**src/rtl/pkt_sched.sv**
```systemverilog
`timescale 1ns/1ps
// Capture-record scheduler: reserves space in a circular DDR buffer for each
// packet descriptor, starts wr_ctrl, then advances the write pointer.
//   state      | meaning
//   IDLE       | waiting for enable and a descriptor
//   CHECK      | space check, drop or reserve
//   ISSUE      | waiting for wr_ctrl_rdy, then start strobe + ack
//   WAIT_START | waiting for wr_ctrl_rdy to fall (bounded by START_TMO)
//   WAIT_DONE  | waiting for wr_ctrl_rdy to return
//   ADVANCE    | commit write pointer and record count
module pkt_sched #(
    parameter int HDR_BYTES = 16,
    parameter int START_TMO = 8
) (
    input  logic        clk,
    input  logic        reset_n,
    input  logic        cfg_enable,
    input  logic [31:0] cfg_base,
    input  logic [31:0] cfg_size,
    input  logic [31:0] host_rd_ptr,
    input  logic        pkt_valid,
    input  logic [15:0] pkt_len,
    output logic        pkt_ack,
    output logic        wr_ctrl,
    output logic [31:0] control,
    output logic [31:0] pkt_begin,
    output logic [31:0] pkt_end,
    output logic [31:0] write_address,
    input  logic        wr_ctrl_rdy,
    output logic [31:0] wr_ptr,
    output logic [31:0] pkt_count,
    output logic [31:0] drop_count,
    output logic        err,
    output logic        busy
);

    localparam int TMO_W = (START_TMO > 1) ? $clog2(START_TMO) : 1;

    typedef enum logic [2:0] {
        IDLE, CHECK, ISSUE, WAIT_START, WAIT_DONE, ADVANCE
    } state_t;

    state_t state, state_nxt;

    logic             en_q;
    logic [31:0]      base_q, size_q, off_q;
    logic [16:0]      pad_q;
    logic [TMO_W-1:0] tmo_cnt;
    logic             load_rec, set_err;

    logic [16:0] pad_c, rec_c, rec_q;
    logic [31:0] used_c, free_c, tail_c, off_c, next_ptr;
    logic [32:0] end_c;
    logic        wrap_c, drop_c;

    assign pad_c  = ({1'b0, pkt_len} + 17'd3) & ~17'd3;
    assign rec_c  = 17'(HDR_BYTES) + pad_c;
    assign used_c = (wr_ptr >= host_rd_ptr) ? (wr_ptr - host_rd_ptr)
                                            : (wr_ptr - host_rd_ptr + size_q);
    // One word stays empty so that equal pointers unambiguously mean empty.
    assign free_c = size_q - used_c - 32'd4;
    assign end_c  = {1'b0, wr_ptr} + {16'b0, rec_c};
    assign wrap_c = end_c > {1'b0, size_q};
    assign tail_c = wrap_c ? (size_q - wr_ptr) : 32'd0;
    assign off_c  = wrap_c ? 32'd0 : wr_ptr;
    assign drop_c = ({1'b0, tail_c} + {16'b0, rec_c}) > {1'b0, free_c};

    assign rec_q    = 17'(HDR_BYTES) + pad_q;
    assign next_ptr = off_q + {15'b0, rec_q};

    assign pkt_begin = 32'd0;
    assign busy      = (state != IDLE);

    always_comb begin
        state_nxt = state;
        wr_ctrl   = 1'b0;
        pkt_ack   = 1'b0;
        load_rec  = 1'b0;
        set_err   = 1'b0;
        case (state)
            IDLE: begin
                if (cfg_enable && pkt_valid) state_nxt = CHECK;
            end
            CHECK: begin
                if (drop_c) begin
                    pkt_ack   = 1'b1;
                    state_nxt = IDLE;
                end else begin
                    load_rec  = 1'b1;
                    state_nxt = ISSUE;
                end
            end
            ISSUE: begin
                if (wr_ctrl_rdy) begin
                    wr_ctrl   = 1'b1;
                    pkt_ack   = 1'b1;
                    state_nxt = WAIT_START;
                end
            end
            WAIT_START: begin
                if (!wr_ctrl_rdy) begin
                    state_nxt = WAIT_DONE;
                end else if (tmo_cnt == '0) begin
                    set_err   = 1'b1;
                    state_nxt = ADVANCE;
                end
            end
            WAIT_DONE: begin
                if (wr_ctrl_rdy) state_nxt = ADVANCE;
            end
            ADVANCE: state_nxt = IDLE;
            default: state_nxt = IDLE;
        endcase
    end

    always_ff @(posedge clk or negedge reset_n) begin
        if (!reset_n) begin
            state         <= IDLE;
            en_q          <= 1'b0;
            base_q        <= 32'd0;
            size_q        <= 32'd0;
            off_q         <= 32'd0;
            pad_q         <= 17'd0;
            tmo_cnt       <= '0;
            wr_ptr        <= 32'd0;
            pkt_count     <= 32'd0;
            drop_count    <= 32'd0;
            err           <= 1'b0;
            write_address <= 32'd0;
            pkt_end       <= 32'd0;
            control       <= 32'd0;
        end else begin
            state <= state_nxt;
            // Edge tracking only in IDLE so a rise during a record is seen afterwards.
            if (state == IDLE) begin
                en_q <= cfg_enable;
                if (cfg_enable && !en_q) begin
                    wr_ptr <= 32'd0;
                    base_q <= cfg_base;
                    size_q <= cfg_size;
                end
            end
            if (state == CHECK && drop_c) drop_count <= drop_count + 32'd1;
            if (load_rec) begin
                off_q         <= off_c;
                pad_q         <= pad_c;
                write_address <= base_q + off_c;
                pkt_end       <= {15'b0, pad_c};
                control       <= {16'b0, pkt_len};
            end
            if (wr_ctrl)
                tmo_cnt <= TMO_W'(START_TMO - 1);
            else if (state == WAIT_START && tmo_cnt != '0)
                tmo_cnt <= tmo_cnt - TMO_W'(1);
            if (set_err) err <= 1'b1;
            if (state == ADVANCE) begin
                wr_ptr    <= (next_ptr == size_q) ? 32'd0 : next_ptr;
                pkt_count <= pkt_count + 32'd1;
            end
        end
    end

endmodule

```
**config.mk**
```make
export PLATFORM = sky130hd
export DESIGN_NAME = pkt_sched
export DESIGN_NICKNAME = d
export VERILOG_FILES = /design/src/rtl/pkt_sched.sv
export SDC_FILE = /design/constraint.sdc
export NUM_CORES = 1
export LEC_CHECK = 0
export ABC_AREA = 1
export BUFFER_PORTS_ARGS = -buffer_cell sky130_fd_sc_hd__buf_2
export CAP_MARGIN = 20
export CORE_ASPECT_RATIO = 0.9
export CORE_UTILIZATION = 54
export CTS_CLUSTER_DIAMETER = 200
export DETAILED_ROUTE_END_ITERATION = 8
export GPL_TIMING_DRIVEN = 0
export PLACE_DENSITY = 0.9
export SETUP_SLACK_MARGIN = 0.2
export SKIP_CTS_REPAIR_TIMING = 1
export SYNTH_ARGS = -nofsm -noshare
export SYNTH_HDL_FRONTEND = slang
export SYNTH_SLANG_ARGS = --single-unit
```
**constraint.sdc**
```tcl
create_clock -name clk -period 10.2 [get_ports clk]
set_clock_uncertainty 0.1 [all_clocks]
set_input_delay 0.51 -clock clk [delete_from_list [all_inputs] [get_ports clk]]
set_output_delay 0.51 -clock clk [all_outputs]
set_load 0.1 [all_outputs]
```
# Word level (Yosys, flattened, before mapping)
# Cells that the tools add are included.
# totals
output_inout_bits	228
inputBits	117
word_cells	81
regBits	263
# classes
eq_ne	10
n_lt_le_gt_ge	3
reduce_logical	15
n_mux	25
n_addsub	15
# op_table
op	count
32-bit two-way mux	7
32-bit subtractor	3
32-bit by 17-bit adder with 33-bit output	2
33-bit by 32-bit greater-than comparator with 1-bit output	2
32-bit by 1-bit adder with 32-bit output (second input constant)	2
32-bit adder	2
5-bit by 17-bit adder with 17-bit output (first input constant)	2
32-bit by 17-bit adder with 32-bit output	1
32-bit equality test	1
32-bit >= comparator	1
32-bit by 3-bit subtractor with 32-bit output (second input constant)	1
3-bit two-way mux	7
16-bit by 2-bit adder with 17-bit output (second input constant)	1
3-bit one-hot mux with 5 select lines	1
1-bit two-way mux	8
3-bit by 2-bit equality test with 1-bit output (second input constant)	2
3-bit equality test (second input constant)	2
3-bit zero test	2
2-bit != test (second input constant)	3
2-bit nonzero test	3
3-bit nonzero test	2
1-bit logical AND	4
2-bit AND reduction	2
4-bit AND reduction	1
6 further kinds	6

# Depth between registers and ports, before layout
# Gate-level depths: netlist (run 1).
# logic_depth
depth_word	9
depth_mapped	81
ltp_nobuf	77

# Least setup slack after synthesis (run 1)
# No wires, ideal clock.
# synth_path
kind	in2out
from	input port pkt_len[2]
to	output port pkt_ack
required_ps	9590
path_slack_ps	-472
n_path_buf	4
path_stages	76
t_arrival_ps	10062
path_cell_list	inv_1 nor2_1 inv_1 nor2_1 nand2_1 nor2_1 inv_1 nor2_1 nand2_1 nor2_1 nand2_1 nor2_1 inv_1 nor2_1 nor2_1 nor2_1 inv_1 nor3_1 [... 40 more ...] ha_1 nand4_1 or2_2 nor2_1 nand2_1 nand2_1 nand2_1 nand2_1 nand2_1 nand2_1 nand2_1 nand2_1 nand2_1 nand2_4 nand2_2 buf_6 buf_6 nand2_1
# synth_between
elab_chain_len	9
# synth_rtl
element	line_no	rtl
start, declared	22	input logic [15:0] pkt_len,
16-bit by 2-bit adder with 17-bit output *	56	assign pad_c = ({1'b0, pkt_len} + 17'd3) & ~17'd3;
5-bit by 17-bit adder with 17-bit output *	57	assign rec_c = 17'(HDR_BYTES) + pad_c;
32-bit by 17-bit adder with 33-bit output	62	assign end_c = {1'b0, wr_ptr} + {16'b0, rec_c};
33-bit by 32-bit greater-than comparator with 1-bit output	63	assign wrap_c = end_c > {1'b0, size_q};
32-bit two-way mux	64	assign tail_c = wrap_c ? (size_q - wr_ptr) : 32'd0;
32-bit by 17-bit adder with 33-bit output *	66	assign drop_c = ({1'b0, tail_c} + {16'b0, rec_c}) > {1'b0, free_c};
33-bit by 32-bit greater-than comparator with 1-bit output *	66	
1-bit two-way mux *	85	if (drop_c) begin
1-bit one-hot mux with 2 select lines *	80	case (state)
end, declared	23	output logic pkt_ack,
# Every way passes the cells marked *; elsewhere a longest branch is shown, timed or not.

# Final worst setup path (run 1)
# layout_path
from	input port pkt_len[1]
to	output port pkt_ack
# Same word-level chain as after synthesis.

==> results of run 1 <==
==> worst min-delay path by stage <==
| stage | startpoint | endpoint |
|---|---|---|
| after floorplan | reset_n | base_q[0]$_DFFE_PN0P_ |
| after global placement | err$_DFFE_PN0P_ | err$_DFFE_PN0P_ |
| after detailed placement | reset_n | pkt_count[21]$_DFFE_PN0P_ |
| after CTS | reset_n | size_q[26]$_DFFE_PN0P_ |
| after global routing | cfg_base[6] | base_q[6]$_DFFE_PN0P_ |
| final | cfg_base[11] | base_q[11]$_DFFE_PN0P_ |
==> per-stage QoR <==
step,area [um2],setup WS [ns]
2_1_floorplan,26500,0.221
3_3_place_gp,28600,-2.22
3_5_place_dp,28700,-2.35
4_1_cts,29800,-2.43
5_1_grt,31000,-1.18
6_report,31000,-0.843
==> state kept, by name, indices dropped and copies added (netlist names), 3 cells and up <==
signal,flops
pkt_count,32
size_q,32
tmo_cnt,3
pad_q,15
base_q,32
drop_count,32
control,16
write_address,32
wr_ptr,32
off_q,32
state,3
==> cells in the final DEF (no fill, tap or decap), types with 25 or more instances in the layout <==
master	netlist	routed
nor3_1	59	54
nand4_1	44	44
clkbuf_16	0	32
nand3_1	154	149
o21ai_1	91	91
conb_1	1	65
nand2_1	988	957
nor2_1	302	284
clkbuf_1	28	30
nor4_1	27	25
o21ai_0	192	186
a21oi_1	252	240
dfrtp_1	263	263
xor2_1	194	190
buf_4	78	116
buf_2	19	285
inv_1	493	487
xnor2_1	120	118
ha_1	302	296
==> area by class of cell <==
| cell class | instances | share of cell area [%] |
|---|---|---|
| buffer | 134 | 3.44 |
| timing repair buffer | 332 | 6.15 |
| clock buffer | 40 | 2.74 |
| tap | 624 | 2.52 |
| sequential | 263 | 21.2 |
| inverter | 497 | 6.03 |
| multi-input combinational | 2948 | 57.1 |
| clock inverter | 17 | 0.755 |
==> worst max-delay path: cells and delay by family <==
family	cells	cell delay, ns
buf+inv	14	1.57
fa+ha+maj	5	1.48
simple gates	45	5.05
compound gates	10	1.27
xor+xnor	3	0.47
==> kinds of logic after synthesis <==
| logic type | Yosys count | share of synthesized area [%] |
|---|---|---|
| AND/OR/NAND/NOR | 1622 | 25.8 |
| AO/OA/AOI/OAI | 636 | 13.1 |
| buffers and inverters | 631 | 10.3 |
| XOR/XNOR | 315 | 10.6 |
| adder cells (fa/ha/maj) | 310 | 15.0 |
| flip-flops | 263 | 25.1 |
| other | 1 | 0.0143 |
==> routing by layer <==
layer | global-route usage (%) | vias to the layer above | part of all wire (%) | wire (um)
met2 | 54.2 | 1340 | 44 | 39800
met4 | 12.9 | 0 | 4.6 | 4120
li1 | - | 13027 | - | -
met3 | 4.77 | 280 | 9.7 | 8670
met1 | 47.8 | 12748 | 41 | 37300
met5 | 0 | - | 0 | 0
==> results.yml, run 1 <==
status:
  status: "finished with violations"
  violations: "design-rule violations, negative setup slack"
layout:
  diodes: 0
  final_cells: 4855
  fin_nets: 4634
  fin_util_pct: 64.8
  layout-drive-gt1-share_pct: 15.0
  multi_input_area_mm2: 0.0177
  seqCellArea_mm2: 0.00658
  n_fill_cell: 4057
  area_growth_pct: 18.3
sta:
  relSlewSlack_pct: 31.1
  hold_ws_ns: 0.00609
  rsz0062_at_grt: "true"
  setup_ws_ns: -0.843
  setup_viol: 7
  finalHoldViolCount: 0
  max_freq_mhz: 90.6
  max_slew.worst_pin.slew_ns: 1.03
  period_share_pct: 108
  finalCriticalPeriod_ns: 11.04
  fin_tns_setup_ns: -0.877
  slew_viol_final: 0
drt:
  drc: 9
  vias_per_cell: 5.64
  drt-initial-drc-count: 2451
  post_drt_wl_per_cell_um: 18.5
  routed_wirelength_um: 89800
  postRouteAntennaNets: 0
  vias: 27395
  first_pass_iters: 8
critical_path:
  worstSetupStartpointType: "input port"
  cp_common_cell: "nand2_1"
  cp-end-kind: "output port"
  cp.required_ns: 9.59
  crit_type: "input port to output port"
  setup.worst_path.end: "pkt_ack"
  rrSetupSlack_ns: 0.61
  max_stage_delay_ns: 0.38
  reg2regPathDepth: 48
  timing.rr.end: "off_q[21]$_DFFE_PN0P_"
  crit_slowest_cell: "fa_2"
  cp.arrival_ns: 10.43
  reg2reg_from: "wr_ptr[0]$_DFFE_PN0P_"
  startpoint: "pkt_len[1]"
  crit_fanout: 7
clock_network:
  clock_path_buffers: 3
  clock_sinks: 263
  tritoncts: "done"
  cts_root_buffer: "clkbuf_16"
  clkLatencyLatePin_ns: 0.61
  path_clk_slew_ns: 0.07
  htreeDepth: 1
  cts_made_buffers: 31
logic_synthesis:
  yosysMostFrequentCell: "nand2_1"
  synth_top_area_cell: "dfrtp_1"
  seq_area_frac_synth_pct: 25.1
  yosys-top-cells-area: "dfrtp_1 25%, ha_1 14%, nand2_1 14%"
  dominantRegCellSynth: "dfrtp_1"
  synthCells: 3778
  ys_top_cells_by_count: "988 x nand2_1, 493 x inv_1, 302 x ha_1, 302 x nor2_1, 263 x dfrtp_1"
  synth_top_area_share_pct: 25.1
  ys_ff_latch: 263
  syn_avg_cell_area_um2: 6.93
  synth_enable_flop_cells: 0
  syn_area_mm2: 0.0262
  yosys_warnings: 0
  async_reset_ff_share_pct: 100
  synth_cell_types: 58
die:
  dieArea_mm2: 0.0494
  initial_core_util_pct: 54.8
  die_h_um: 211
  die_w_um: 234
  ioPinCount: 345
  core_mm2: 0.0478
  fp-row-count: 76
placement:
  port_buffers: 279
  dp_hpwl_um: 71600
  place.gp.congestion: 0.986
  placed_cells: 4748
worst_hold_path:
  whs_path_depth: 3
  hp-class: "input port to flop"
flow_run:
  cap_violations: 0
global_route:
  antenna_found_initial: 0
  grt_max_degree: 117
  grt_pass1_wl_um: 134000
  grt-ovfl-total: 0
  grt_util_all_layers_pct: 34.4
  grt_pass1_vias: 25216
Power of run 1 is not shown: default switching activity piles up to over one toggle a cycle in this logic, so the estimate is an artifact.
==> run 2: changes to the inputs <==
--- a/config.mk
+++ b/config.mk
@@ -14,7 +14,7 @@
 export DETAILED_ROUTE_END_ITERATION = 8
 export GPL_TIMING_DRIVEN = 0
 export PLACE_DENSITY = 0.9
-export SETUP_SLACK_MARGIN = 0.2
+export REMOVE_ABC_BUFFERS = 1
 export SKIP_CTS_REPAIR_TIMING = 1
 export SYNTH_ARGS = -nofsm -noshare
 export SYNTH_HDL_FRONTEND = slang
==> run 2 against run 1 <==
Effect of this change: first-iteration DRC count increased by 6.2%; critical path depth increased by 1; core utilization decreased by 2.0 points; global-route usage decreased by 2.4 points; worst hold slack got worse by 0.012 ns; cell count decreased by 2.5%; routed wire length decreased by 5.7%; via count decreased by 1.9%; critical endpoint unchanged; non-clock buffer count decreased by 121; fmax increased by 4.3%; the flow finishes with violations (design-rule violations, negative hold slack, negative setup slack).
==> results.yml, run 2 (same netlist as run 1, synthesis figures left out) <==
status:
  violations: "design-rule violations, negative hold slack, negative setup slack"
  status: "finished with violations"
die:
  die_h_um: 211
  fp-row-count: 76
  ioPinCount: 345
  dieArea_mm2: 0.0494
  core_mm2: 0.0478
  die_w_um: 234
  initial_core_util_pct: 54.8
global_route:
  grt_pass1_vias: 24379
  grt_pass1_wl_um: 126000
  grt_max_degree: 100
  grt_util_all_layers_pct: 32.1
  grt-ovfl-total: 0
  antenna_found_initial: 2
layout:
  fin_nets: 4518
  final_area_mm2: 0.0301
  final_common_cell: "nand2_1"
  area_growth_pct: 14.7
  layout-drive-gt1-share_pct: 12.5
  layout_common_cells: "974 x nand2_1, 487 x inv_1, 296 x ha_1, 284 x nor2_1, 274 x buf_2"
critical_path:
  cp_num_buf_inv: 12
  crit_type: "input port to output port"
  crit_slowest_cell: "fa_2"
  rrSetupSlack_ns: 0.28
  cp-end-kind: "output port"
  worstSetupStartpointType: "input port"
  path_depth: 78
  crit_family: "simple AND/OR/NAND/NOR gates"
  cp.arrival_ns: 9.98
  cp_common_cell: "nand2_1"
  crit_fanout: 7
  cp.required_ns: 9.59
  max_stage_delay_ns: 0.38
  reg2regPathDepth: 43
sta:
  slew_viol_final: 0
  finalHoldViolCount: 1
  max_freq_mhz: 94.4
  setup_viol: 46
  relSlewSlack_pct: 26.0
  hold_ws_ns: -0.00622
  finalCriticalPeriod_ns: 10.59
  fin_tns_setup_ns: -1.92
  setup_ws_ns: -0.390
  max_slew.worst_pin.slew_ns: 1.11
  rsz0062_at_grt: "true"
  period_share_pct: 104
flow_run:
  cap_violations: 0
clock_network:
  path_clk_slew_ns: 0.06
  clkLatencyLatePin_ns: 0.62
  clock_sinks: 263
  cts_made_buffers: 31
  tritoncts: "done"
  clock_path_buffers: 3
  cts_root_buffer: "clkbuf_16"
  htreeDepth: 1
worst_hold_path:
  hp-class: "input port to flop"
  whs_path_depth: 3
placement:
  dp_hpwl_um: 64600
  port_buffers: 279
  place_ws_ns: -2.80
  place.gp.congestion: 0.987
  dpl_cell_area_mm2: 0.0281
drt:
  post_drt_wl_per_cell_um: 17.9
  routed_wirelength_um: 84700
  vias: 26873
  vias_per_cell: 5.68
  drc: 6
  drt-initial-drc-count: 2602
  postRouteAntennaNets: 0
  first_pass_iters: 8
-- run 2: changes by cell type in the layout (fill, tap and decap cells not counted), moves of 5 or more --
cell,previous run,this run
a21oi_1,240,245
a21oi_2,12,7
buf_12,9,3
buf_2,285,274
buf_4,116,49
buf_6,10,3
buf_8,12,4
clkbuf_1,30,6
nand2_1,957,974
nand2_2,24,11
-- run 2: final cells by class --
| cell class | count | area (um2) |
|---|---|---|
| Multi-Input combinational cell | 2953 | 17700 |
| Clock inverter | 11 | 163 |
| Clock buffer | 39 | 826 |
| Inverter | 497 | 1870 |
| Tap cell | 624 | 781 |
| Antenna cell | 2 | 5.00 |
| Fill cell | 4078 | 17800 |
| Sequential cell | 263 | 6580 |
| Timing Repair Buffer | 345 | 2170 |
-- run 2: through the flow --
| stage | util [%] | cells | hold slack (ns) |
|---|---|---|---|
| global placement | 58.1 | 4611 | 0.350 |
| finish | 62.8 | 4734 | -0.00622 |
| global route | 62.8 | 4734 | 0.000851 |
| floorplan | - | 3708 | 0.114 |
| CTS | 60.8 | 4673 | -0.188 |
| detailed placement | 58.7 | 4623 | 0.357 |
-- run 2: worst reg2reg max path: cells and delay by family (launching register included) --
family	cells	cell delay, ns
adders and majority gates	5	1.50
AOI/OAI and AO/OA	11	3.13
xor gates and xnor gates	2	0.47
and+or+nand+nor	19	3.14
DFF	1	0.45
buffers and inverters	6	0.95
-- run 2: path summary, 6_finish.rpt --
path / start / endpoint
worst min register to register: pkt_count[31]$_DFFE_PN0P_ / pkt_count[31]$_DFFE_PN0P_
worst max-delay path: pkt_len[1] / pkt_ack
max in group asynchronous: reset_n / pad_q[7]$_DFFE_PN0P_
worst min-delay path: cfg_size[6] / size_q[6]$_DFFE_PN0P_
min in group asynchronous: reset_n / size_q[26]$_DFFE_PN0P_
worst max register to register: wr_ptr[2]$_DFFE_PN0P_ / pad_q[8]$_DFFE_PN0P_
-- run 2: metal layers --
layer	part of all wire (%)	track usage [%]	vias up
li1	-	-	12830
met1	41	44.6	12422
met2	44	50.1	1369
met3	10	4.62	252
met4	4.4	12.4	0
met5	0	0	-
Power of run 2 is left out for the same reason.
